**src/rtl/sdf_fft32_ctrl_if.sv**
```systemverilog
// Handshake and control bundle between the SDF FFT32 sequencing controller and
// the sample source / butterfly datapath.
interface sdf_fft32_ctrl_if;
  logic       in_valid;
  logic [1:0] state_1;
  logic [1:0] state_2;
  logic [1:0] state_3;
  logic [1:0] state_4;
  logic [1:0] state_5;
  logic [3:0] tw_idx_1;
  logic [3:0] tw_idx_2;
  logic [3:0] tw_idx_3;
  logic [3:0] tw_idx_4;
  logic       out_valid;
  logic       out_sof;
  logic       busy;
  logic       err;

  modport master (
    output in_valid,
    input  state_1, state_2, state_3, state_4, state_5,
    input  tw_idx_1, tw_idx_2, tw_idx_3, tw_idx_4,
    input  out_valid, out_sof, busy, err
  );

  modport slave (
    input  in_valid,
    output state_1, state_2, state_3, state_4, state_5,
    output tw_idx_1, tw_idx_2, tw_idx_3, tw_idx_4,
    output out_valid, out_sof, busy, err
  );
endinterface

```
**src/rtl/sdf_fft32_ctrl.sv**
```systemverilog
// Sequencing controller for the 32-point radix-2 SDF FFT: butterfly states,
// twiddle indices, output framing and input-protocol error detection.
module sdf_fft32_ctrl (
  input logic             clk,
  input logic             rst,
  sdf_fft32_ctrl_if.slave bus
);

  typedef enum logic [1:0] {
    READY = 2'b00,
    RUN   = 2'b01,
    DRAIN = 2'b10
  } fsm_e;

  localparam logic [1:0] ST_IDLE   = 2'b00;
  localparam logic [1:0] ST_FIRST  = 2'b01;
  localparam logic [1:0] ST_SECOND = 2'b10;
  localparam logic [1:0] ST_WAIT   = 2'b11;

  // Per-stage first-sample offset, delay, and O_k+M_k. The latter is both the
  // cycle the stage leaves WAITING and the drain cycle at which it goes idle.
  localparam logic [4:0][5:0] OFS = {6'd35, 6'd32, 6'd27, 6'd18, 6'd1};
  localparam logic [4:0][4:0] MDL = {5'd1, 5'd2, 5'd4, 5'd8, 5'd16};
  localparam logic [4:0][5:0] THR = {6'd36, 6'd34, 6'd31, 6'd26, 6'd17};
  localparam logic [5:0] OUT_START  = 6'd37;
  localparam logic [5:0] DRAIN_LAST = 6'd36;
  localparam logic [4:0] SOF_PHASE  = 5'd5;

  fsm_e            fsm_q, fsm_d;
  logic [4:0]      n_q, n_d;
  logic            lap_q, lap_d;
  logic            dlap_q, dlap_d;
  logic [4:0]      started_q, started_d;
  logic            out_started_q, out_started_d;
  logic [4:0][1:0] st_q, st_d;
  logic [3:0][3:0] tw_q, tw_d;
  logic            ov_q, ov_d;
  logic            sof_q, sof_d;
  logic            busy_q, busy_d;
  logic            err_q, err_d;

  logic [5:0]      t_next_s;
  logic [5:0]      d_next_s;
  logic            live_s;
  logic [4:0][4:0] c_s;

  // Controller FSM and stream/drain cycle counters (mod 32 plus lap flags).
  always_comb begin
    fsm_d  = fsm_q;
    n_d    = n_q;
    lap_d  = lap_q;
    dlap_d = dlap_q;
    err_d  = 1'b0;
    case (fsm_q)
      READY: begin
        lap_d  = 1'b0;
        dlap_d = 1'b0;
        if (bus.in_valid) begin
          fsm_d = RUN;
          n_d   = 5'd1;
        end else begin
          n_d   = 5'd0;
        end
      end
      RUN: begin
        if (!bus.in_valid && (n_q != 5'd0)) begin
          fsm_d = READY;
          err_d = 1'b1;
          n_d   = 5'd0;
          lap_d = 1'b0;
        end else begin
          if (!bus.in_valid) begin
            fsm_d = DRAIN;
          end else begin
            fsm_d = RUN;
          end
          n_d    = n_q + 5'd1;
          lap_d  = lap_q | (n_q == 5'd31);
          dlap_d = 1'b0;
        end
      end
      DRAIN: begin
        err_d = bus.in_valid;
        if ({dlap_q, n_q} == DRAIN_LAST) begin
          fsm_d  = READY;
          n_d    = 5'd0;
          lap_d  = 1'b0;
          dlap_d = 1'b0;
        end else begin
          n_d    = n_q + 5'd1;
          lap_d  = lap_q | (n_q == 5'd31);
          dlap_d = dlap_q | (n_q == 5'd31);
        end
      end
      default: begin
        fsm_d  = READY;
        n_d    = 5'd0;
        lap_d  = 1'b0;
        dlap_d = 1'b0;
      end
    endcase
  end

  // Next-cycle output values derived from the next counter/FSM values.
  always_comb begin
    t_next_s  = {lap_d, n_d};
    d_next_s  = {dlap_d, n_d};
    live_s    = (fsm_d != READY);
    c_s       = '0;
    started_d = '0;
    st_d      = '0;
    tw_d      = '0;
    for (int k = 0; k < 5; k++) begin
      c_s[k]       = n_d - OFS[k][4:0];
      started_d[k] = live_s && (started_q[k] || (t_next_s >= THR[k]));
      if ((fsm_d == RUN) || ((fsm_d == DRAIN) && (d_next_s < THR[k]))) begin
        if (started_d[k]) begin
          st_d[k] = ((c_s[k] & MDL[k]) != 5'd0) ? ST_FIRST : ST_SECOND;
        end else if (t_next_s >= OFS[k]) begin
          st_d[k] = ST_WAIT;
        end else begin
          st_d[k] = ST_IDLE;
        end
      end else begin
        st_d[k] = ST_IDLE;
      end
    end
    for (int k = 0; k < 4; k++) begin
      if (st_d[k] == ST_SECOND) begin
        tw_d[k] = (c_s[k][3:0] & (MDL[k][3:0] - 4'd1)) << k;
      end else begin
        tw_d[k] = 4'd0;
      end
    end
    out_started_d = live_s && (out_started_q || (t_next_s >= OUT_START));
    ov_d   = out_started_d &&
             ((fsm_d == RUN) || ((fsm_d == DRAIN) && (d_next_s < OUT_START)));
    sof_d  = ov_d && (n_d == SOF_PHASE);
    busy_d = live_s;
  end

  // State and registered outputs.
  always_ff @(posedge clk or posedge rst) begin
    if (rst) begin
      fsm_q         <= READY;
      n_q           <= 5'd0;
      lap_q         <= 1'b0;
      dlap_q        <= 1'b0;
      started_q     <= 5'd0;
      out_started_q <= 1'b0;
      st_q          <= '0;
      tw_q          <= '0;
      ov_q          <= 1'b0;
      sof_q         <= 1'b0;
      busy_q        <= 1'b0;
      err_q         <= 1'b0;
    end else begin
      fsm_q         <= fsm_d;
      n_q           <= n_d;
      lap_q         <= lap_d;
      dlap_q        <= dlap_d;
      started_q     <= started_d;
      out_started_q <= out_started_d;
      st_q          <= st_d;
      tw_q          <= tw_d;
      ov_q          <= ov_d;
      sof_q         <= sof_d;
      busy_q        <= busy_d;
      err_q         <= err_d;
    end
  end

  assign bus.state_1   = st_q[0];
  assign bus.state_2   = st_q[1];
  assign bus.state_3   = st_q[2];
  assign bus.state_4   = st_q[3];
  assign bus.state_5   = st_q[4];
  assign bus.tw_idx_1  = tw_q[0];
  assign bus.tw_idx_2  = tw_q[1];
  assign bus.tw_idx_3  = tw_q[2];
  assign bus.tw_idx_4  = tw_q[3];
  assign bus.out_valid = ov_q;
  assign bus.out_sof   = sof_q;
  assign bus.busy      = busy_q;
  assign bus.err       = err_q;

endmodule

```
**src/flat_wrapper.sv**
```systemverilog
// flat-port wrapper written by rule: the top's interface ports become plain ports
module sdf_fft32_ctrl_flat 
  (clk, rst, bus_in_valid, bus_state_1, bus_state_2, bus_state_3, bus_state_4, bus_state_5, bus_tw_idx_1, bus_tw_idx_2, bus_tw_idx_3, bus_tw_idx_4, bus_out_valid, bus_out_sof, bus_busy, bus_err);
  sdf_fft32_ctrl_if bus_i ();
  input logic clk;
  input logic rst;
  input wire logic [$bits(bus_i.in_valid)-1:0] bus_in_valid;
  output wire logic [$bits(bus_i.state_1)-1:0] bus_state_1;
  output wire logic [$bits(bus_i.state_2)-1:0] bus_state_2;
  output wire logic [$bits(bus_i.state_3)-1:0] bus_state_3;
  output wire logic [$bits(bus_i.state_4)-1:0] bus_state_4;
  output wire logic [$bits(bus_i.state_5)-1:0] bus_state_5;
  output wire logic [$bits(bus_i.tw_idx_1)-1:0] bus_tw_idx_1;
  output wire logic [$bits(bus_i.tw_idx_2)-1:0] bus_tw_idx_2;
  output wire logic [$bits(bus_i.tw_idx_3)-1:0] bus_tw_idx_3;
  output wire logic [$bits(bus_i.tw_idx_4)-1:0] bus_tw_idx_4;
  output wire logic [$bits(bus_i.out_valid)-1:0] bus_out_valid;
  output wire logic [$bits(bus_i.out_sof)-1:0] bus_out_sof;
  output wire logic [$bits(bus_i.busy)-1:0] bus_busy;
  output wire logic [$bits(bus_i.err)-1:0] bus_err;
  assign bus_i.in_valid = bus_in_valid;
  assign bus_state_1 = bus_i.state_1;
  assign bus_state_2 = bus_i.state_2;
  assign bus_state_3 = bus_i.state_3;
  assign bus_state_4 = bus_i.state_4;
  assign bus_state_5 = bus_i.state_5;
  assign bus_tw_idx_1 = bus_i.tw_idx_1;
  assign bus_tw_idx_2 = bus_i.tw_idx_2;
  assign bus_tw_idx_3 = bus_i.tw_idx_3;
  assign bus_tw_idx_4 = bus_i.tw_idx_4;
  assign bus_out_valid = bus_i.out_valid;
  assign bus_out_sof = bus_i.out_sof;
  assign bus_busy = bus_i.busy;
  assign bus_err = bus_i.err;
  sdf_fft32_ctrl u_core (.clk(clk), .rst(rst), .bus(bus_i));
endmodule
```
**config.mk**
```make
export PLATFORM = sky130hd
export DESIGN_NAME = sdf_fft32_ctrl_flat
export DESIGN_NICKNAME = d
export VERILOG_FILES = /design/src/rtl/sdf_fft32_ctrl_if.sv /design/src/rtl/sdf_fft32_ctrl.sv /design/src/flat_wrapper.sv
export SDC_FILE = /design/constraint.sdc
export NUM_CORES = 1
export LEC_CHECK = 0
export BUFFER_PORTS_ARGS = -buffer_cell sky130_fd_sc_hd__buf_2
export CORE_MARGIN = 10
export CORE_UTILIZATION = 52
export CTS_CLUSTER_DIAMETER = 150
export DETAILED_ROUTE_END_ITERATION = 10
export PLACE_DENSITY = 0.76
export SLEW_MARGIN = 20
export SYNTH_ARGS = -nofsm -noshare
export SYNTH_HDL_FRONTEND = slang
export SYNTH_SLANG_ARGS = --single-unit
export TNS_END_PERCENT = 30
```
**constraint.sdc**
```tcl
create_clock -name clk -period 3.1 [get_ports clk]
set_input_delay 0.155 -clock clk [delete_from_list [all_inputs] [get_ports clk]]
set_output_delay 0.155 -clock clk [all_outputs]
set_load 0.03 [all_outputs]
```
==> results.yml, run 1 <==
outcome:
  status: "finished clean"
power:
  vdd_drop_max_mv: 0.660
  p_sw_uw: 1070
  pwr-share-comb_pct: 59.3
  p_leak_uw: 0.00139
  p_seq_share_pct: 25.6
  switching_share_pct: 46.7
  powerDensity_mw_per_mm2: 822
  p_clk_share_pct: 15.0
  total_power_uw: 2300
  p_int_uw: 1220
sta:
  tightestPinTransition_ns: 0.719
  hold_viol: 0
  fmax_ghz: 0.342
  fin_skew_ns: 0.00447
  rsz0062_at_grt: "true"
  fin_crit_sh_pct: 94.3
  slew_violations: 0
  fin_tns_setup_ns: 0
  slew_headroom_pct: 52.0
  setup_viol: 0
  period_needed_ns: 2.92
place:
  dpl.hpwl_um: 4600
  gp_congestion: 0.963
  portBuffers: 26
worst_setup_path:
  crit_arrival_ns: 3.12
  endpoint_kind: "register"
  cp.required_ns: 3.30
  critPathMaxFanout: 7
  r2r_start: "u_core.n_q[1]"
  cp.depth: 12
  worstPathCellList: "inv_1 -> ha_1 -> nor4b_4 -> o21ai_2 -> a21boi_1 -> buf_4 -> ha_1 -> nand3_1 -> a211oi_2 -> a211oi_2 -> or3_4 -> nor3_1"
  reg2reg_setup_slack_ns: 0.18
  path_class: "register to register"
  rr_worst_depth: 12
  start_kind: "register"
  reg2reg_to: "u_core.bus.tw_idx_2[2]"
  slowest_stage: "dfrtp_1"
  cpLargestDelayFamily: "simple AND/OR/NAND/NOR gates"
  cpPeakStageDelay_ns: 0.42
  cp_num_buf_inv: 2
grt:
  grt_pass1_wl_um: 10200
  grt_overflow_total: 0
  grt_pass1_vias: 2009
  grt_use_total_pct: 16.5
  antenna_found_initial: 0
  grt_max_degree: 22
cts:
  clock_sink_count: 39
  clock_latency_ns: 0.29
  ctsLongestPathBuffers: 2
  numCtsBuffers: 5
  root_buffer: "clkbuf_8"
  cts_setup_buffers: 0
  cts_tree: "done"
  clkTransAtPathRegs_ns: 0.07
  h-tree-depth: 2
drt:
  totalWireLength_um: 6150
  vias_per_cell: 6.07
  first_iter_violations: 215
  first_pass_iters: 5
  drcViolationCount: 0
  wl_per_cell_um: 18.6
  ant_nets: 0
  vias: 2002
floorplanning:
  rows: 24
  die_y_um: 88.1
  io_pins: 33
  core_mm2: 0.00441
  dieArea_mm2: 0.00777
  initial_utilization_pct: 54.7
  die_width_um: 88.1
cells_and_area:
  seqCellArea_um2: 976
  synthToLayoutAreaGrowth_pct: 15.9
  fin_util_pct: 63.4
  nFillCells: 358
  layout-drive-gt1-share_pct: 29.5
  n_antenna_cell: 0
  layout.nets: 294
  multi_input_area_mm2: 0.00131
hold_path:
  min_from: "bus_in_valid"
  min_to: "u_core.bus.err"
  hp-class: "input port to register"
  min_path_cells: 3
synth:
  netlist_instances: 232
  ys_seq_elements: 39
  syn_avg_cell_area_um2: 10.4
  synth_ff_type: "dfrtp_1"
  synth_enable_flop_cells: 0
  synth.distinct_cells: 73
  syn_area_mm2: 0.00241
  async_flop_share_pct: 100
  yosysSeqAreaShare_pct: 40.4
  yosys_warnings: 0
run:
  drv_cap: 0
==> cell families after synthesis <==
group                    after synthesis  synth area share (%)
AO/OA/AOI/OAI                         76                  26.3
XOR/XNOR                               6                  2.80
adder cells (fa/ha/maj)               13                  6.74
buffers and inverters                 30                  6.38
flip-flops                            39                  40.4
other                                  1                 0.155
AND/OR/NAND/NOR                       67                  17.2
==> metrics by stage <==
step	area (µm²)	cells	hold WS (ns)	worst slack, ns
4_1_cts	2790	330	0.264	0.0735
2_1_floorplan	2430	237	0.352	0.101
3_3_place_gp	2690	322	0.288	0.127
6_report	2800	330	0.269	0.176
5_1_grt	2800	330	0.307	0.000463
3_5_place_dp	2690	322	0.310	0.124
==> timing repair <==
action,4_1_cts,5_1_grt
hold endpoints to repair,18,0
hold buffers,1,0
resized for setup,0,4
setup endpoints to repair,0,12
==> worst max path at each step <==
stage | slack (ns) | start | end
after floorplan | 0.10 | u_core.n_q[0] | u_core.bus.state_1[1]
after global placement | 0.13 | u_core.n_q[1] | u_core.bus.tw_idx_2[2]
after detailed placement | 0.12 | u_core.n_q[1] | u_core.bus.state_2[0]
after CTS | 0.07 | u_core.n_q[1] | u_core.bus.tw_idx_2[2]
after global routing | 0.0005 | u_core.n_q[1] | u_core.bus.state_1[1]
final | 0.18 | u_core.n_q[1] | u_core.bus.tw_idx_2[2]
==> worst reg2reg max path, stage by stage, from the launching register on <==
cell	delay, ns
dfrtp_1	0.42
inv_1	0.08
ha_1	0.17
nor4b_4	0.28
o21ai_2	0.13
a21boi_1	0.22
buf_4	0.20
ha_1	0.21
nand3_1	0.11
a211oi_2	0.25
a211oi_2	0.14
or3_4	0.41
nor3_1	0.21
==> placed cells by master (no fill, tap or decap), types with 3 or more instances in the layout <==
cell / instances
dfrtp_1: 39
buf_2: 26
buf_4: 20
a21oi_1: 15
inv_1: 14
nand2_1: 13
ha_1: 13
nor2_1: 12
nor3_1: 9
nor2b_1: 7
o211ai_1: 6
o21ai_0: 6
conb_1: 6
clkbuf_8: 6
nand3_1: 4
nor4_1: 4
a211oi_1: 4
a211oi_2: 3
o21ai_1: 3
xor2_1: 3
==> state kept, by name, summed over array words and instances, names as in the netlist, 3 cells and up <==
signal,cells
u_core.started_q,5
u_core.n_q,5
u_core.bus.tw_idx_2,3
u_core.bus.tw_idx_1,4
==> synth_stat cells, drive strengths merged (3+ instances only) <==
master  instances  area (µm²)
xor2            5        58.8
ha             13         163
clkbuf          3        12.5
nor3            9        45.0
nand3           5        37.5
a21oi          18         109
a211oi          8        82.6
o211ai          8        70.1
nor4            4        25.0
dfrtp          39         976
nand2          13        48.8
inv            16        60.1
buf            10        77.6
nor2b           8        50.1
o21ai          11        58.8
nor2           13        51.3
==> per-layer routing <==
| layer | track usage, % | part of all wire [%] | routed length [µm] |
|---|---|---|---|
| met1 | 21.8 | 44 | 2690 |
| met2 | 25.7 | 47 | 2870 |
| met3 | 3.34 | 7.8 | 477 |
| met4 | 6.56 | 1.9 | 115 |
| met5 | 0 | 0 | 0 |
==> power groups by stage <==
stage                     registers (µW)  clock network, µW  logic [µW]
final                                589                346        1360
after global routing                 594                375        1480
after CTS                            589                356        1330
after detailed placement             598                  0        1320
after global placement               596                  0        1310
after floorplan                      645                  0         896
==> area by class of cell <==
cell class | instances | share of cell area [%]
tap | 52 | 2.33
multi-input combinational | 168 | 47.0
clock buffer | 6 | 2.95
timing repair buffer | 47 | 10.4
clock inverter | 1 | 0.179
sequential | 39 | 34.9
inverter | 17 | 2.28
Power figures use the tool's default switching activity.
==> run 2, diff against run 1 <==
--- a/config.mk
+++ b/config.mk
@@ -5,12 +5,12 @@
 export SDC_FILE = /design/constraint.sdc
 export NUM_CORES = 1
 export LEC_CHECK = 0
-export BUFFER_PORTS_ARGS = -buffer_cell sky130_fd_sc_hd__buf_2
 export CORE_MARGIN = 10
-export CORE_UTILIZATION = 52
+export CORE_UTILIZATION = 57
 export CTS_CLUSTER_DIAMETER = 150
 export DETAILED_ROUTE_END_ITERATION = 10
-export PLACE_DENSITY = 0.76
+export DONT_BUFFER_PORTS = 1
+export PLACE_DENSITY = 0.75
 export SLEW_MARGIN = 20
 export SYNTH_ARGS = -nofsm -noshare
 export SYNTH_HDL_FRONTEND = slang
==> run 2 against run 1 <==
Net effect: clock power shrank 2%; clock skew grew 0.00076 ns; count of clock-buffer cells in the layout is the same; global-route usage grew 0.18 points; power shrank 1.5%; largest power group unchanged.
==> results.yml, run 2 (synthesis results as in run 1) <==
grt:
  grt_pass1_vias: 1950
  antenna_found_initial: 0
  grt_pass1_wl_um: 9870
  grt_use_total_pct: 16.6
  grt_overflow_total: 0
  grt_max_degree: 40
drt:
  drcViolationCount: 0
  ant_nets: 0
  wl_per_cell_um: 19.8
  vias: 1848
  vias_per_cell: 6.14
  totalWireLength_um: 5960
  first_pass_iters: 4
  first_iter_violations: 159
worst_setup_path:
  cp.required_ns: 3.32
  reg2reg_to: "u_core.bus.state_2[1]"
  endpoint_kind: "register"
  reg2reg_setup_slack_ns: 0.10
  rr_worst_depth: 12
  r2r_start: "u_core.n_q[1]"
  critPathLaunch: "u_core.n_q[1]"
  critPathMaxFanout: 7
  start_kind: "register"
  critPathCapture: "u_core.bus.state_2[1]"
  crit_arrival_ns: 3.22
  path_class: "register to register"
cts:
  h-tree-depth: 2
  clock_sink_count: 39
  cts_setup_buffers: 0
  numCtsBuffers: 5
  root_buffer: "clkbuf_8"
  ctsLongestPathBuffers: 2
  clkTransAtPathRegs_ns: 0.08
  clock_latency_ns: 0.29
  cts_tree: "done"
sta:
  hold_ws_ns: 0.0598
  fmax_ghz: 0.333
  slew_violations: 0
  fin_skew_ns: 0.00523
  hold_viol: 0
  setup_viol: 0
  fin_tns_setup_ns: 0
  fin_crit_sh_pct: 96.7
  period_needed_ns: 3.00
  rsz0062_at_grt: "true"
power:
  p_leak_uw: 0.00122
  vdd_drop_max_mv: 0.555
  total_power_uw: 2260
  powerDensity_mw_per_mm2: 848
cells_and_area:
  fin_util_pct: 65.8
  final_cell_mix: "38 x dfrtp_1, 18 x buf_4, 14 x a21oi_1, 13 x inv_1, 13 x nand2_1"
  final_cells: 301
  layout_commonest_cell: "dfrtp_1"
  synthToLayoutAreaGrowth_pct: 10.6
  nFillCells: 312
  layout-drive-gt1-share_pct: 23.1
  layout.nets: 266
  n_antenna_cell: 0
floorplanning:
  initial_utilization_pct: 59.5
  die_width_um: 85.1
  rows: 23
  dieArea_mm2: 0.00724
  core_mm2: 0.00406
  die_y_um: 85.1
  io_pins: 33
hold_path:
  min_from: "bus_in_valid"
  hp-class: "input port to register"
place:
  portBuffers: 0
  gp_congestion: 0.921
  dpl.hpwl_um: 4440
  placed_cells: 292
outcome:
  status: "finished clean"
run:
  drv_cap: 0
-- run 2: critical path, stage by stage (launching register included) --
cell      delay, ns
dfrtp_1        0.46
ha_1           0.41
xor2_4         0.29
nand2_1        0.19
a21oi_2        0.16
inv_1          0.09
ha_1           0.22
nand3_1        0.11
a211oi_2       0.09
a211oi_2       0.28
buf_4          0.16
a2bb2o_1       0.29
a21oi_1        0.15
-- run 2: timing repair --
action	CTS	global route
setup endpoints to repair	0	20
gates resized for setup	0	9
endpoints found under the hold margin	39	0
hold buffers	1	0
-- run 2: cell type report --
cell class	count	area (µm²)	area share, %
Inverter	17	67.6	2.53
Sequential cell	39	977	36.6
Tap cell	50	62.6	2.34
Timing Repair Buffer	19	145	5.44
Multi-Input combinational cell	168	1330	49.9
Clock inverter	2	12.5	0.469
Clock buffer	6	72.6	2.72
-- run 2: how the worst min path moves through the flow --
stage,depth (start not counted),slack (ns),endpoint
2_1_floorplan,2,0.35,u_core.bus.err
3_3_place_gp,2,0.19,u_core.bus.state_5[1]
3_5_place_dp,2,0.20,u_core.bus.state_5[1]
4_1_cts,2,0.06,u_core.bus.err
5_1_grt,2,0.08,u_core.bus.err
6_report,2,0.06,u_core.bus.err
-- run 2: metal layers --
metal  GRT usage (%)  wire, µm  vias up
met3            4.97       559       13
met5               0         0        -
met1            21.4      2620      885
li1                -         -      874
met2            25.5      2650       76
met4            6.29       123        0
-- run 2: stage by stage --
stage               worst slack (ns)  area (µm²)
floorplan                      0.101        2430
global placement               0.137        2540
detailed placement            0.0830        2540
CTS                           0.0394        2640
global route                 -0.0499        2670
finish                         0.101        2670
-- run 2: power by group --
part           switching, µW  internal (µW)
registers               96.1            557
logic                    814            458
clock network            182            157
==> run 3, diff against run 2 <==
--- a/config.mk
+++ b/config.mk
@@ -10,6 +10,7 @@
 export CTS_CLUSTER_DIAMETER = 150
 export DETAILED_ROUTE_END_ITERATION = 10
 export DONT_BUFFER_PORTS = 1
+export HOLD_SLACK_MARGIN = 0.1
 export PLACE_DENSITY = 0.75
 export SLEW_MARGIN = 20
 export SYNTH_ARGS = -nofsm -noshare
==> run 3 against run 2 <==
Net effect: maximum frequency down 0.31%; critical path depth unchanged; power up 0.12%; non-clock buffer count up 1; hold slack better by 0.11 ns.
==> results.yml, run 3 (synthesis results as in run 1) <==
outcome:
  status: "finished clean"
sta:
  hold_ws_ns: 0.166
  fin_skew_ns: 0.00599
  fmax_ghz: 0.332
  slew_violations: 0
  fin_crit_sh_pct: 97.0
  fin_tns_setup_ns: 0
  period_needed_ns: 3.01
  setup_viol: 0
  hold_viol: 0
  rsz0062_at_grt: "true"
power:
  vdd_drop_max_mv: 0.555
  powerDensity_mw_per_mm2: 846
  p_clk_share_pct: 14.9
  p_leak_uw: 0.00122
  p_sw_uw: 1090
  pwr-share-comb_pct: 56.2
  p_seq_share_pct: 28.8
  switching_share_pct: 48.3
  p_int_uw: 1170
place:
  placed_cells: 292
  portBuffers: 0
  gp_congestion: 0.921
  dpl.hpwl_um: 4440
grt:
  grt_max_degree: 40
  grt_pass1_wl_um: 9870
  antenna_found_initial: 0
  grt_overflow_total: 0
  grt_pass1_vias: 1946
  grt_use_total_pct: 16.6
cts:
  clock_sink_count: 39
  cts_setup_buffers: 0
  ctsLongestPathBuffers: 2
  clkTransAtPathRegs_ns: 0.08
  clock_latency_ns: 0.29
  cts_tree: "done"
  numCtsBuffers: 5
  root_buffer: "clkbuf_8"
  h-tree-depth: 2
floorplanning:
  core_mm2: 0.00406
  initial_utilization_pct: 59.5
  io_pins: 33
  dieArea_mm2: 0.00724
  die_y_um: 85.1
  rows: 23
  die_width_um: 85.1
cells_and_area:
  layout.nets: 267
  n_antenna_cell: 0
  layout_commonest_cell: "dfrtp_1"
  final_cells: 302
  final_cell_mix: "38 x dfrtp_1, 18 x buf_4, 14 x a21oi_1, 13 x inv_1, 13 x nand2_1"
  nFillCells: 311
  seqCellArea_um2: 977
  layout-drive-gt1-share_pct: 23.0
  synthToLayoutAreaGrowth_pct: 11.0
  multi_input_area_mm2: 0.00133
drt:
  totalWireLength_um: 5990
  wl_per_cell_um: 19.8
  ant_nets: 0
  vias: 1876
  vias_per_cell: 6.21
  first_pass_iters: 5
  drcViolationCount: 0
  first_iter_violations: 155
worst_setup_path:
  rr_worst_depth: 12
  critPathMaxFanout: 7
  cp.required_ns: 3.32
  crit_arrival_ns: 3.23
  r2r_start: "u_core.n_q[1]"
  start_kind: "register"
  slowest_stage: "dfrtp_1"
  reg2reg_to: "u_core.bus.state_2[1]"
  endpoint_kind: "register"
  cpPeakStageDelay_ns: 0.47
  reg2reg_setup_slack_ns: 0.09
  critPathLaunch: "u_core.n_q[1]"
  path_class: "register to register"
  worstPathCellList: "ha_1 -> xor2_4 -> nand2_1 -> a21oi_2 -> inv_1 -> ha_1 -> nand3_1 -> a211oi_2 -> a211oi_2 -> buf_4 -> a2bb2o_1 -> a21oi_1"
hold_path:
  hp-class: "input port to register"
  min_to: "u_core.bus.err"
  min_path_cells: 3
  min_from: "bus_in_valid"
run:
  drv_cap: 0
-- run 3: cell count changes in the layout (fill, tap and decap cells not counted), sizes merged --
| cell | delta |
|---|---|
| dlygate4sd3 | +1 |
-- run 3: worst max-delay path, delay by kind of cell (launching register included) --
family	cells	cell delay (ns)
AOI/OAI and AO/OA	5	0.97
xor gates and xnor gates	1	0.29
adders and majority gates	2	0.65
buffers and inverters	2	0.25
DFF	1	0.47
and+or+nand+nor	2	0.31
-- run 3: per-layer routing --
metal | up-vias | global-route usage, % | wire length (µm) | share of wire [%]
li1 | 876 | - | - | -
met1 | 914 | 21.5 | 2650 | 44
met2 | 77 | 25.5 | 2740 | 46
met3 | 9 | 4.97 | 508 | 8.5
met4 | 0 | 6.29 | 91 | 1.5
met5 | - | 0 | 0 | 0
-- run 3: per-stage QoR --
step / setup slack [ns] / cell area [µm²] / power (µW) / util [%]
2_1_floorplan: 0.101 / 2430 / 1540 / -
3_3_place_gp: 0.137 / 2540 / 1860 / 62.6
3_5_place_dp: 0.0830 / 2540 / 1870 / 62.6
4_1_cts: 0.0394 / 2650 / 2210 / 65.2
5_1_grt: -0.0499 / 2680 / 2400 / 66.1
6_report: 0.0921 / 2680 / 2270 / 66.1
-- run 3: timing repair --
item / 4_1_cts / 5_1_grt
setup endpoints to repair: 0 / 20
hold buffers: 2 / 0
hold endpoints to repair: 40 / 0
resized for setup: 0 / 9
-- run 3: how the worst max path moves through the flow --
| stage | endpoint | depth (start not counted) |
|---|---|---|
| after global placement | u_core.bus.tw_idx_3[2] | 12 |
| final | u_core.bus.state_2[1] | 12 |
| after floorplan | u_core.bus.state_1[1] | 14 |
| after global routing | u_core.bus.state_1[1] | 12 |
| after detailed placement | u_core.bus.state_2[0] | 11 |
| after CTS | u_core.bus.tw_idx_3[2] | 12 |
-- run 3: cell type report --
type,count,share of cell area (%)
clock buffers,6,2.71
clock inverters,2,0.467
inverters,17,2.52
multi-input cells,168,49.7
flip-flops and latches,39,36.5
well taps,50,2.33
repair buffers,20,5.79
-- run 3: power by group through the flow --
stage	clock network [µW]	logic, µW	registers (µW)
2_1_floorplan	0	896	645
3_3_place_gp	0	1200	660
3_5_place_dp	0	1210	661
4_1_cts	343	1220	652
5_1_grt	361	1380	660
6_report	339	1270	653
